$ cat src/rtl/cache_fill_fsm.sv
// cache_fill_fsm: cache miss fill controller (8 x 16-bit words per block), rev 1.0.
// Define CFSM_CRITICAL_WORD_FIRST_EN to issue and write the block starting at the missed word.
`default_nettype none

module cache_fill_fsm (
  input  logic        clk,
  input  logic        rst_n,
  input  logic        wen,
  input  logic        miss_detected,
  input  logic [15:0] miss_address,
  input  logic [15:0] memory_data,
  input  logic        memory_data_valid,
  output logic        fsm_busy,
  output logic [15:0] cache_array_data,
  output logic [2:0]  cache_memory_addr,
  output logic        write_data_array,
  output logic        write_tag_array,
  output logic [15:0] memory_address,
  output logic        write_valid_bit
);

  typedef enum logic [0:0] {
    IDLE = 1'b0,
    FILL = 1'b1
  } state_t;

  state_t      r_state;
  state_t      w_next_state;
  logic [11:0] r_base;
  logic [3:0]  r_issue_cnt;
  logic [2:0]  r_recv_cnt;
  logic [2:0]  w_start;
  logic [2:0]  w_issue_off;
  logic [2:0]  w_issue_idx;
  logic [2:0]  w_recv_idx;
  logic        w_accept;
  logic        w_last_word;

`ifdef CFSM_CRITICAL_WORD_FIRST_EN
  logic [2:0] r_start;

  always_ff @(posedge clk or negedge rst_n) begin
    if (!rst_n) begin
      r_start <= 3'd0;
    end else if (w_accept) begin
      r_start <= miss_address[3:1];
    end
  end

  assign w_start = r_start;
`else
  logic w_unused_offset;

  assign w_unused_offset = ^miss_address[3:0];
  assign w_start         = 3'd0;
`endif

  assign w_accept    = (r_state == IDLE) && miss_detected && wen;
  assign w_last_word = (r_state == FILL) && memory_data_valid && (r_recv_cnt == 3'd7);

  // Once all 8 addresses are out, keep presenting the last one.
  assign w_issue_off = (r_issue_cnt == 4'd8) ? 3'd7 : r_issue_cnt[2:0];
  assign w_issue_idx = w_issue_off + w_start;
  assign w_recv_idx  = r_recv_cnt + w_start;

  always_ff @(posedge clk or negedge rst_n) begin
    if (!rst_n) begin
      r_state <= IDLE;
    end else begin
      r_state <= w_next_state;
    end
  end

  always_comb begin
    w_next_state = r_state;
    case (r_state)
      IDLE:    if (w_accept) w_next_state = FILL;
      FILL:    if (w_last_word) w_next_state = IDLE;
      default: w_next_state = IDLE;
    endcase
  end

  always_ff @(posedge clk or negedge rst_n) begin
    if (!rst_n) begin
      r_base      <= 12'h000;
      r_issue_cnt <= 4'd0;
      r_recv_cnt  <= 3'd0;
    end else if (w_accept) begin
      r_base      <= miss_address[15:4];
      r_issue_cnt <= 4'd0;
      r_recv_cnt  <= 3'd0;
    end else if (r_state == FILL) begin
      if (w_last_word) begin
        r_issue_cnt <= 4'd0;
        r_recv_cnt  <= 3'd0;
      end else begin
        if (r_issue_cnt != 4'd8) begin
          r_issue_cnt <= r_issue_cnt + 4'd1;
        end
        if (memory_data_valid) begin
          r_recv_cnt <= r_recv_cnt + 3'd1;
        end
      end
    end
  end

  // The idle address is combinational from miss_address, so it is forced to zero while in reset.
  always_comb begin
    fsm_busy          = 1'b0;
    cache_array_data  = memory_data;
    cache_memory_addr = 3'd0;
    write_data_array  = 1'b0;
    write_tag_array   = 1'b0;
    write_valid_bit   = 1'b0;
    memory_address    = rst_n ? {miss_address[15:4], 4'h0} : 16'h0000;
    if (r_state == FILL) begin
      fsm_busy          = 1'b1;
      memory_address    = {r_base, w_issue_idx, 1'b0};
      cache_memory_addr = w_recv_idx;
      write_data_array  = memory_data_valid;
      write_tag_array   = w_last_word;
      write_valid_bit   = w_last_word;
    end
  end

endmodule

`default_nettype wire

$ cat config.mk
export PLATFORM = sky130hd
export DESIGN_NAME = cache_fill_fsm
export DESIGN_NICKNAME = d
export VERILOG_FILES = /design/src/rtl/cache_fill_fsm.sv
export SDC_FILE = /design/constraint.sdc
export NUM_CORES = 1
export LEC_CHECK = 0
export ABC_AREA = 1
export BUFFER_PORTS_ARGS = -buffer_cell sky130_fd_sc_hd__buf_2
export CORE_UTILIZATION = 47
export DETAILED_ROUTE_END_ITERATION = 10
export PLACE_DENSITY_LB_ADDON = 0.08
export SLEW_MARGIN = 10
export SYNTH_ARGS = -nofsm -noshare
export SYNTH_HDL_FRONTEND = slang
export SYNTH_SLANG_ARGS = --single-unit
$ cat constraint.sdc
create_clock -name clk -period 3.8 [get_ports clk]
set_input_delay 0 -clock clk [delete_from_list [all_inputs] [get_ports clk]]
set_output_delay 0 -clock clk [all_outputs]
set_load 0.03 [all_outputs]
==> impl_metrics.ini, run 1 <==
[critical_path]
arrival_ns = 1.98
setup.worst_path.class = reg2out
reg2reg_slack_ns = 1.95
worstSetupEndpointType = output port
r2r_start = r_state
path_max_fanout = 19
r2r_cells = 7
startpoint_type = register
worst_r2r_endpoint = r_issue_cnt[2]
crit_required_ns = 3.80

[cts]
cts_max_level = 1
clkTransAtPathRegs_ns = 0.13
cts_tree = built
cts_resized = 0
cts_sinks = 20
post-cts-setup-buffers = 0
clock_latency_ns = 0.31
cts-buffers-inserted = 3
cts.path.max_buffers = 2
root_buffer = clkbuf_4

[detailed_routing]
drtAntennaViolNets = 0
routed-wl-met3_um = 126
drtIter0Drc = 10
vias = 1119
wl_mm = 2.65
wl_met1_mm = 1.15
dr_wl_met2_mm = 1.29
wl_per_cell_um = 11.7
dr.pass1.iters = 4
via_per_inst = 4.93
top_layer = met4
drc = 0

[grt]
grt_max_degree = 32
grt_pass1_vias = 1000
grt_pass1_wl_mm = 4.14
grt_antenna_before_repair = 0
overflow = 0
grt_usage_pct = 19.7

[yosys]
ys_seq_elements = 20
ys_seq_area_share_pct = 38.5
syn_nets = 207
yosysWarnings = 0
synth_area_mm2 = 0.00130
ys_types = 24
synth.avg_cell_area_um2 = 7.83
synthCells = 166

[sta]
max_freq_mhz = 506
setup-violations-final = 0
period_needed_ns = 1.98
hold_viol = 0
drv_slew = 0
final.setup.tns_ns = 0
skew_ns = 0.0151
tightest_slew_ns = 0.811
finalCritPeriodShare_pct = 52.0
slew_headroom_pct = 45.9
rsz0062_at_grt = false

[worst_hold_path]
holdPathEnd = cache_array_data[3]
hold_path.startpoint = memory_data[3]
hold_path_depth = 0
hold_class = in2out

[power_and_ir_drop]
power-per-cell-area_mw_per_mm2 = 878
ir_drop_v = 0.000461
p_leak_nw = 0.869

[floorplanning]
io_pins = 76
row_count = 18
dieArea_mm2 = 0.00298
start_util_pct = 51.1
chipWidth_um = 54.6
fp.coreArea_mm2 = 0.00254
die_y_um = 54.6

[placed_design]
portBuffers = 38
dp_hpwl_mm = 1.77
dpl_cell_area_mm2 = 0.00134
place.gp.congestion = 0.797
place_inst = 210

[finish]
fillCellCount = 255
stdcell_count = 227
design_area_mm2 = 0.00152
syn_to_final_growth_pct = 16.9
num_antenna_cells = 0
drive_gt1_share_pct = 25.9
nNetsFinal = 239

[status]
status = finished, final reports clean

[flow_run]
maxCapViolCount = 0
## worst max path at each step
stage          depth (start not counted)  startpoint                 end
2_1_floorplan                          5     r_state  memory_address[10]
3_3_place_gp                           7     r_state      r_issue_cnt[3]
3_5_place_dp                           7     r_state      r_issue_cnt[2]
4_1_cts                                4     r_state  memory_address[14]
5_1_grt                                4     r_state   memory_address[4]
6_report                               4     r_state  memory_address[14]
## Yosys cell counts
| cell type | number | area (um^2) |
|---|---|---|
| nand2_1 | 45 | 169 |
| inv_1 | 23 | 86.3 |
| dfrtp_1 | 20 | 500 |
| buf_4 | 18 | 135 |
| o21ai_0 | 15 | 75.1 |
| o21ai_1 | 8 | 40.0 |
| nand3_1 | 6 | 30.0 |
| nor2_1 | 6 | 22.5 |
| ha_1 | 4 | 50.1 |
| o21ai_2 | 4 | 35.0 |
| a21oi_1 | 2 | 10.0 |
| buf_8 | 2 | 30.0 |
| nand3_4 | 2 | 35.0 |
| buf_2 | 1 | 5.00 |
| buf_6 | 1 | 11.3 |
| clkbuf_1 | 1 | 3.75 |
| clkbuf_2 | 1 | 5.00 |
| conb_1 | 1 | 3.75 |
| inv_8 | 1 | 11.3 |
| nand2_2 | 1 | 6.26 |
| nand2_4 | 1 | 11.3 |
| nand4_1 | 1 | 6.26 |
| xnor2_1 | 1 | 8.76 |
| xor2_1 | 1 | 8.76 |
## registers in the layout, indices dropped and copies added (netlist names)
name / flops
r_base: 12
r_state: 1
r_recv_cnt: 3
r_issue_cnt: 4
## placed cells by master, fill, tap and decap left out
cell           instances
o21ai_2                4
xor2_1                 1
inv_1                 23
nand2_2                1
ha_1                   4
inv_8                  1
o21ai_1                8
bufinv_16              1
dfrtp_1               20
clkbuf_4               3
nand2_1               45
nand3_4                2
o21ai_0               15
a21oi_1                2
nand3_1                6
xnor2_1                1
nand2_4                1
nand4_1                1
nor2_1                 6
dlygate4sd3_1         13
conb_1                 1
buf_2                 38
## kinds of logic (layout without fill, tap and decap cells)
| logic type | after synthesis | after routing | share of synthesized area (%) |
|---|---|---|---|
| flip-flops | 20 | 20 | 38.5 |
| XOR/XNOR | 2 | 2 | 1.35 |
| AO/OA/AOI/OAI | 29 | 29 | 12.3 |
| other | 1 | 1 | 0.288 |
| buffers and inverters | 48 | 79 | 22.1 |
| AND/OR/NAND/NOR | 62 | 62 | 21.6 |
| adder cells (fa/ha/maj) | 4 | 4 | 3.85 |
## power breakdown
part	internal, mW	total (mW)	leakage (nW)	switching (mW)
Combinational	0.243	0.730	0.594	0.487
Sequential	0.318	0.425	0.247	0.107
Clock	0.107	0.180	0.0279	0.0735
Total	0.668	1.34	0.869	0.667
## layout make-up
type	count	area (um^2)	share of cell area, %
Clock buffer	3	22.5	1.48
Clock inverter	1	30.0	1.98
Inverter	24	97.6	6.42
Multi-Input combinational cell	98	512	33.7
Sequential cell	20	500	32.9
Tap cell	30	37.5	2.47
Timing Repair Buffer	51	320	21.1
## critical path, cell delays in order, from the launching register on
cell     delay (ns)
dfrtp_1        0.71
inv_8          0.19
nand2_1        0.24
o21ai_0        0.28
buf_2          0.24
## repair_timing
| action | CTS | global route |
|---|---|---|
| endpoints found under the hold margin | 32 | 0 |
| endpoints found under the setup margin | 0 | 0 |
| hold buffers | 13 | 0 |
## stage by stage
step | utilization (%) | setup slack (ns) | hold slack (ns) | power (mW)
after CTS | 59.7 | 1.78 | 0.000354 | 1.35
after detailed placement | 52.6 | 1.96 | -0.0130 | 1.15
after global routing | 59.7 | 1.68 | 0.0000497 | 1.44
after floorplan | - | 2.15 | -0.296 | 1.01
after global placement | 52.6 | 1.99 | -0.0161 | 1.13
final | 59.7 | 1.82 | 0.0000132 | 1.34
## layer usage
metal  up-vias  global-route usage (%)
met2        42                    33.5
met3        20                    2.78
met4         0                    12.8
met5         -                       0
met1       500                    22.6
li1        557                       -
(Power assumes the default switching activity.)
==> inputs of run 2 (changes only) <==
--- a/config.mk
+++ b/config.mk
@@ -7,7 +7,7 @@
 export LEC_CHECK = 0
 export ABC_AREA = 1
 export BUFFER_PORTS_ARGS = -buffer_cell sky130_fd_sc_hd__buf_2
-export CORE_UTILIZATION = 47
+export CORE_UTILIZATION = 39
 export DETAILED_ROUTE_END_ITERATION = 10
 export PLACE_DENSITY_LB_ADDON = 0.08
 export SLEW_MARGIN = 10
==> constraint.sdc (replaced) <==
create_clock -name clk -period 1.7 [get_ports clk]
set_input_delay 0 -clock clk [delete_from_list [all_inputs] [get_ports clk]]
set_output_delay 0 -clock clk [all_outputs]
set_load 0.03 [all_outputs]
==> run 2 against run 1 <==
Sequential share of layout area shrank 0.48 points. Sequential cell count is the same. Setup slack lost 1.7 ns. Largest power group unchanged.
==> impl_metrics.ini, run 2 (synthesized netlist as in run 1, its figures left out) <==
[status]
status = finished, final reports clean

[detailed_routing]
vias = 1116
wl_per_cell_um = 11.2
via_per_inst = 4.57
dr.pass1.iters = 4
wl_mm = 2.74
drc = 0
drtIter0Drc = 25
drtAntennaViolNets = 0

[critical_path]
r2r_cells = 8
crit_required_ns = 1.70
worst_r2r_endpoint = r_issue_cnt[2]
path_max_fanout = 4
worstSetupEndpointType = output port
setup.worst_path.class = reg2out
startpoint_type = register
r2r_start = r_recv_cnt[0]
reg2reg_slack_ns = 0.23
arrival_ns = 1.57

[power_and_ir_drop]
clkPwrFrac_pct = 7.8
seq_power_share_pct = 31.8
switchingPower_mw = 1.47
power-per-cell-area_mw_per_mm2 = 1850
comb_power_share_pct = 60.3
swShare_pct = 51.6
power.internal_mw = 1.38
ir_drop_v = 0.000763
p_leak_nw = 0.873

[placed_design]
dpl_cell_area_mm2 = 0.00138
place.gp.congestion = 0.764
dp_hpwl_mm = 1.93
portBuffers = 38

[sta]
final.setup.tns_ns = 0
finalCritPeriodShare_pct = 92.6
period_needed_ns = 1.57
rsz0062_at_grt = false
hold_viol = 0
drv_slew = 0
max_freq_mhz = 635
hold-worst-slack_ns = 0.0000132
setup-violations-final = 0
skew_ns = 0.000503

[worst_hold_path]
hold_path_depth = 0
holdPathEnd = cache_array_data[14]
hold_class = in2out
hold_path.startpoint = memory_data[14]

[cts]
cts_sinks = 20
clock_latency_ns = 0.29
clkTransAtPathRegs_ns = 0.11
cts-buffers-inserted = 3
root_buffer = clkbuf_4
cts_tree = built
cts_max_level = 1
cts.path.max_buffers = 2

[floorplanning]
chipWidth_um = 59.7
die_y_um = 59.7
row_count = 20
start_util_pct = 41.9
io_pins = 76
fp.coreArea_mm2 = 0.00310
dieArea_mm2 = 0.00357

[grt]
grt_usage_pct = 17.7
grt_antenna_before_repair = 0
overflow = 0
grt_max_degree = 21
grt_pass1_wl_mm = 4.72
grt_pass1_vias = 1092

[finish]
drive_gt1_share_pct = 28.5
syn_to_final_growth_pct = 19.0
num_antenna_cells = 0
nNetsFinal = 243
fillCellCount = 323
final_common_cell = nand2_1
reg_top3 = r_base x12, r_issue_cnt x4, r_recv_cnt x3
largest_register_ffs = 12
design_area_mm2 = 0.00155
layout_common_cells = nand2_1 (44), buf_2 (37), inv_1 (23)
regMostFlops = r_base

[flow_run]
maxCapViolCount = 0
## run 2: area by class of cell
cell class / instances / area (um^2) / area share (%)
sequential: 20 / 502 / 32.4
tap: 44 / 55.1 / 3.56
multi-input combinational: 98 / 517 / 33.4
clock buffer: 3 / 22.5 / 1.46
inverter: 24 / 97.6 / 6.31
timing repair buffer: 55 / 353 / 22.8
## run 2: power groups by stage
| stage | Combinational [mW] | Clock (mW) | Sequential [mW] |
|---|---|---|---|
| after floorplan | 1.38 | 0 | 0.872 |
| after global placement | 1.67 | 0 | 0.907 |
| after detailed placement | 1.67 | 0 | 0.918 |
| after CTS | 1.70 | 0.243 | 0.912 |
| after global routing | 1.93 | 0.251 | 0.954 |
| final | 1.72 | 0.224 | 0.909 |
## run 2: layer usage
metal,GRT usage (%),routed length (um),share of wire [%]
met5,0,0,0
met4,13.6,125,4.6
met3,2.38,192,7.0
met2,27.8,1220,45
met1,21.9,1200,44
## run 2: worst max path at each step
stage / from / to / slack [ns] / depth (start not counted)
global placement: r_recv_cnt[0] / r_issue_cnt[2] / 0.26 / 8
global route: r_issue_cnt[1] / memory_address[1] / 0.01 / 7
floorplan: r_state / memory_address[10] / 0.05 / 5
finish: r_issue_cnt[0] / memory_address[1] / 0.13 / 7
detailed placement: r_recv_cnt[0] / r_issue_cnt[2] / 0.25 / 8
CTS: r_state / memory_address[12] / 0.02 / 4
## run 2: repair_timing
item / 4_1_cts / 5_1_grt
gates resized for setup: 1 / 3
pin swaps: 0 / 0
cloned: 0 / 0
setup buffers: 0 / 1
hold buffers: 13 / 0
setup endpoints to repair: 3 / 5
hold endpoints to repair: 32 / 0
## run 2: critical path, stage by stage (launching register included)
cell,delay (ns)
dfrtp_1,0.42
inv_1,0.11
ha_1,0.16
nand2_1,0.06
nor2_2,0.12
inv_1,0.07
a21oi_1,0.13
clkbuf_4,0.21
## run 2: stage by stage
step	total power, mW	std cells	utilization [%]	setup slack [ns]
floorplan	2.25	166	-	0.0499
global placement	2.57	227	44.4	0.263
detailed placement	2.59	227	44.4	0.245
CTS	2.86	243	49.4	0.0236
global route	3.13	244	49.8	0.0131
finish	2.86	244	49.8	0.125
==> inputs of run 3 (changes only) <==
--- a/config.mk
+++ b/config.mk
@@ -10,6 +10,7 @@
 export CORE_UTILIZATION = 39
 export DETAILED_ROUTE_END_ITERATION = 10
 export PLACE_DENSITY_LB_ADDON = 0.08
+export REMOVE_ABC_BUFFERS = 1
 export SLEW_MARGIN = 10
 export SYNTH_ARGS = -nofsm -noshare
 export SYNTH_HDL_FRONTEND = slang
==> run 3 against run 2 <==
Routed wire length is 2.8% higher. Core utilization is 0.65 points higher. Combinational power hardly changed. Cell count is 0.82% higher. First-iteration DRC count is 56% higher. Die area stayed put.
==> impl_metrics.ini, run 3 (synthesized netlist as in run 1, its figures left out) <==
[status]
status = finished, final reports clean

[detailed_routing]
wl_per_cell_um = 11.5
dr.pass1.iters = 4
vias = 1134
wl_mm = 2.82
via_per_inst = 4.61
drtAntennaViolNets = 0
drc = 0
drtIter0Drc = 39

[placed_design]
portBuffers = 38
dp_hpwl_mm = 2.01
place.gp.congestion = 0.765

[finish]
reg_top3 = r_base x12, r_issue_cnt x4, r_recv_cnt x3
fillCellCount = 320
fin_util_pct = 50.5
regMostFlops = r_base
num_antenna_cells = 0
nNetsFinal = 244
final_common_cell = nand2_1
drive_gt1_share_pct = 28.7
multiInputGateArea_um2 = 517
layout_common_cells = nand2_1 (44), buf_2 (37), inv_1 (23)
largest_register_ffs = 12
regArea_um2 = 500
syn_to_final_growth_pct = 20.5

[flow_run]
maxCapViolCount = 0

[cts]
root_buffer = clkbuf_4
cts_tree = built
cts_sinks = 20
cts-buffers-inserted = 3
cts.path.max_buffers = 2
cts_max_level = 1
clock_latency_ns = 0.30
clkTransAtPathRegs_ns = 0.11

[grt]
grt.met1_usage_pct = 21.6
grt_use_met3_pct = 9.96
overflow = 0
grt_antenna_before_repair = 0
grt_max_degree = 27
grt_pass1_wl_mm = 4.68
grt_usage_pct = 17.8
grt-busiest-layer = met2
grt_pass1_vias = 1088
met2_usage_pct = 27.5

[sta]
rsz0062_at_grt = false
hold_viol = 0
setup-violations-final = 0
max_freq_mhz = 638
finalCritPeriodShare_pct = 92.2
period_needed_ns = 1.57
final.setup.tns_ns = 0
drv_slew = 0
skew_ns = 0.00152

[critical_path]
path_max_fanout = 11
startpoint_type = register
setup.worst_path.class = reg2out
crit_required_ns = 1.70
worstSetupEndpointType = output port
arrival_ns = 1.57

[power_and_ir_drop]
clkPwrFrac_pct = 9.5
power-per-cell-area_mw_per_mm2 = 1860
seq_power_share_pct = 30.6
ir_drop_v = 0.000879
switchingPower_mw = 1.48
p_leak_nw = 0.885
power.internal_mw = 1.44
comb_power_share_pct = 59.9
swShare_pct = 50.7

[floorplanning]
die_y_um = 59.7
dieArea_mm2 = 0.00357
start_util_pct = 41.9
fp.coreArea_mm2 = 0.00310
chipWidth_um = 59.7
io_pins = 76
row_count = 20

[worst_hold_path]
hold_class = in2out
-- run 3: per-layer routing --
layer  share of wire (%)  vias up
met5                   0        -
met4                0.46        0
met3                 8.7        2
met2                  44       48
met1                  47      523
li1                    -      561
-- run 3: final cells by class --
cell class / count / area share, %
Clock buffer: 4 / 2.32
Inverter: 24 / 6.23
Multi-Input combinational cell: 98 / 33.0
Sequential cell: 20 / 31.9
Tap cell: 44 / 3.51
Timing Repair Buffer: 56 / 23.0
-- run 3: critical path, stage by stage, from the launching register on --
cell     delay, ns
dfrtp_1       0.52
buf_4         0.21
buf_4         0.18
nand2_1       0.06
o21ai_0       0.07
buf_2         0.22
-- run 3: worst paths after layout --
check                               startpoint  cells past startpoint                  end  slack, ns
worst min register to register       r_base[5]                      2            r_base[5]       0.49
min in group asynchronous                rst_n                      3            r_base[9]       0.22
max in group asynchronous                rst_n                      3            r_base[2]       1.28
worst max-delay path                   r_state                      5   memory_address[12]       0.13
worst min-delay path            memory_data[0]                      0  cache_array_data[0]     0.0002
worst max register to register   r_recv_cnt[0]                      8       r_issue_cnt[2]       0.24
-- run 3: power by group through the flow --
stage,Combinational (mW),Sequential (mW),Clock (mW)
after global routing,1.95,0.926,0.311
after global placement,1.67,0.898,0
after detailed placement,1.70,0.907,0
after CTS,1.73,0.896,0.288
final,1.74,0.892,0.277
after floorplan,1.21,0.914,0
-- run 3: timing repair --
action                                  4_1_cts  5_1_grt
setup buffers                                 0        1
endpoints found under the hold margin        32        0
resized for setup                             0        3
endpoints found under the setup margin        0       12
hold buffers                                 13        0
-- run 3: through the flow --
stage / cells / hold slack (ns) / power [mW] / worst slack [ns] / cell area, um^2
after floorplan: 142 / -0.296 / 2.13 / -0.0303 / 1110
after global placement: 228 / 0.000222 / 2.57 / 0.284 / 1390
after detailed placement: 228 / 0.000222 / 2.60 / 0.253 / 1390
after CTS: 245 / 0.000222 / 2.91 / 0.0464 / 1550
after global routing: 246 / 0.000177 / 3.18 / 0.00706 / 1570
final: 246 / 0.000213 / 2.91 / 0.133 / 1570
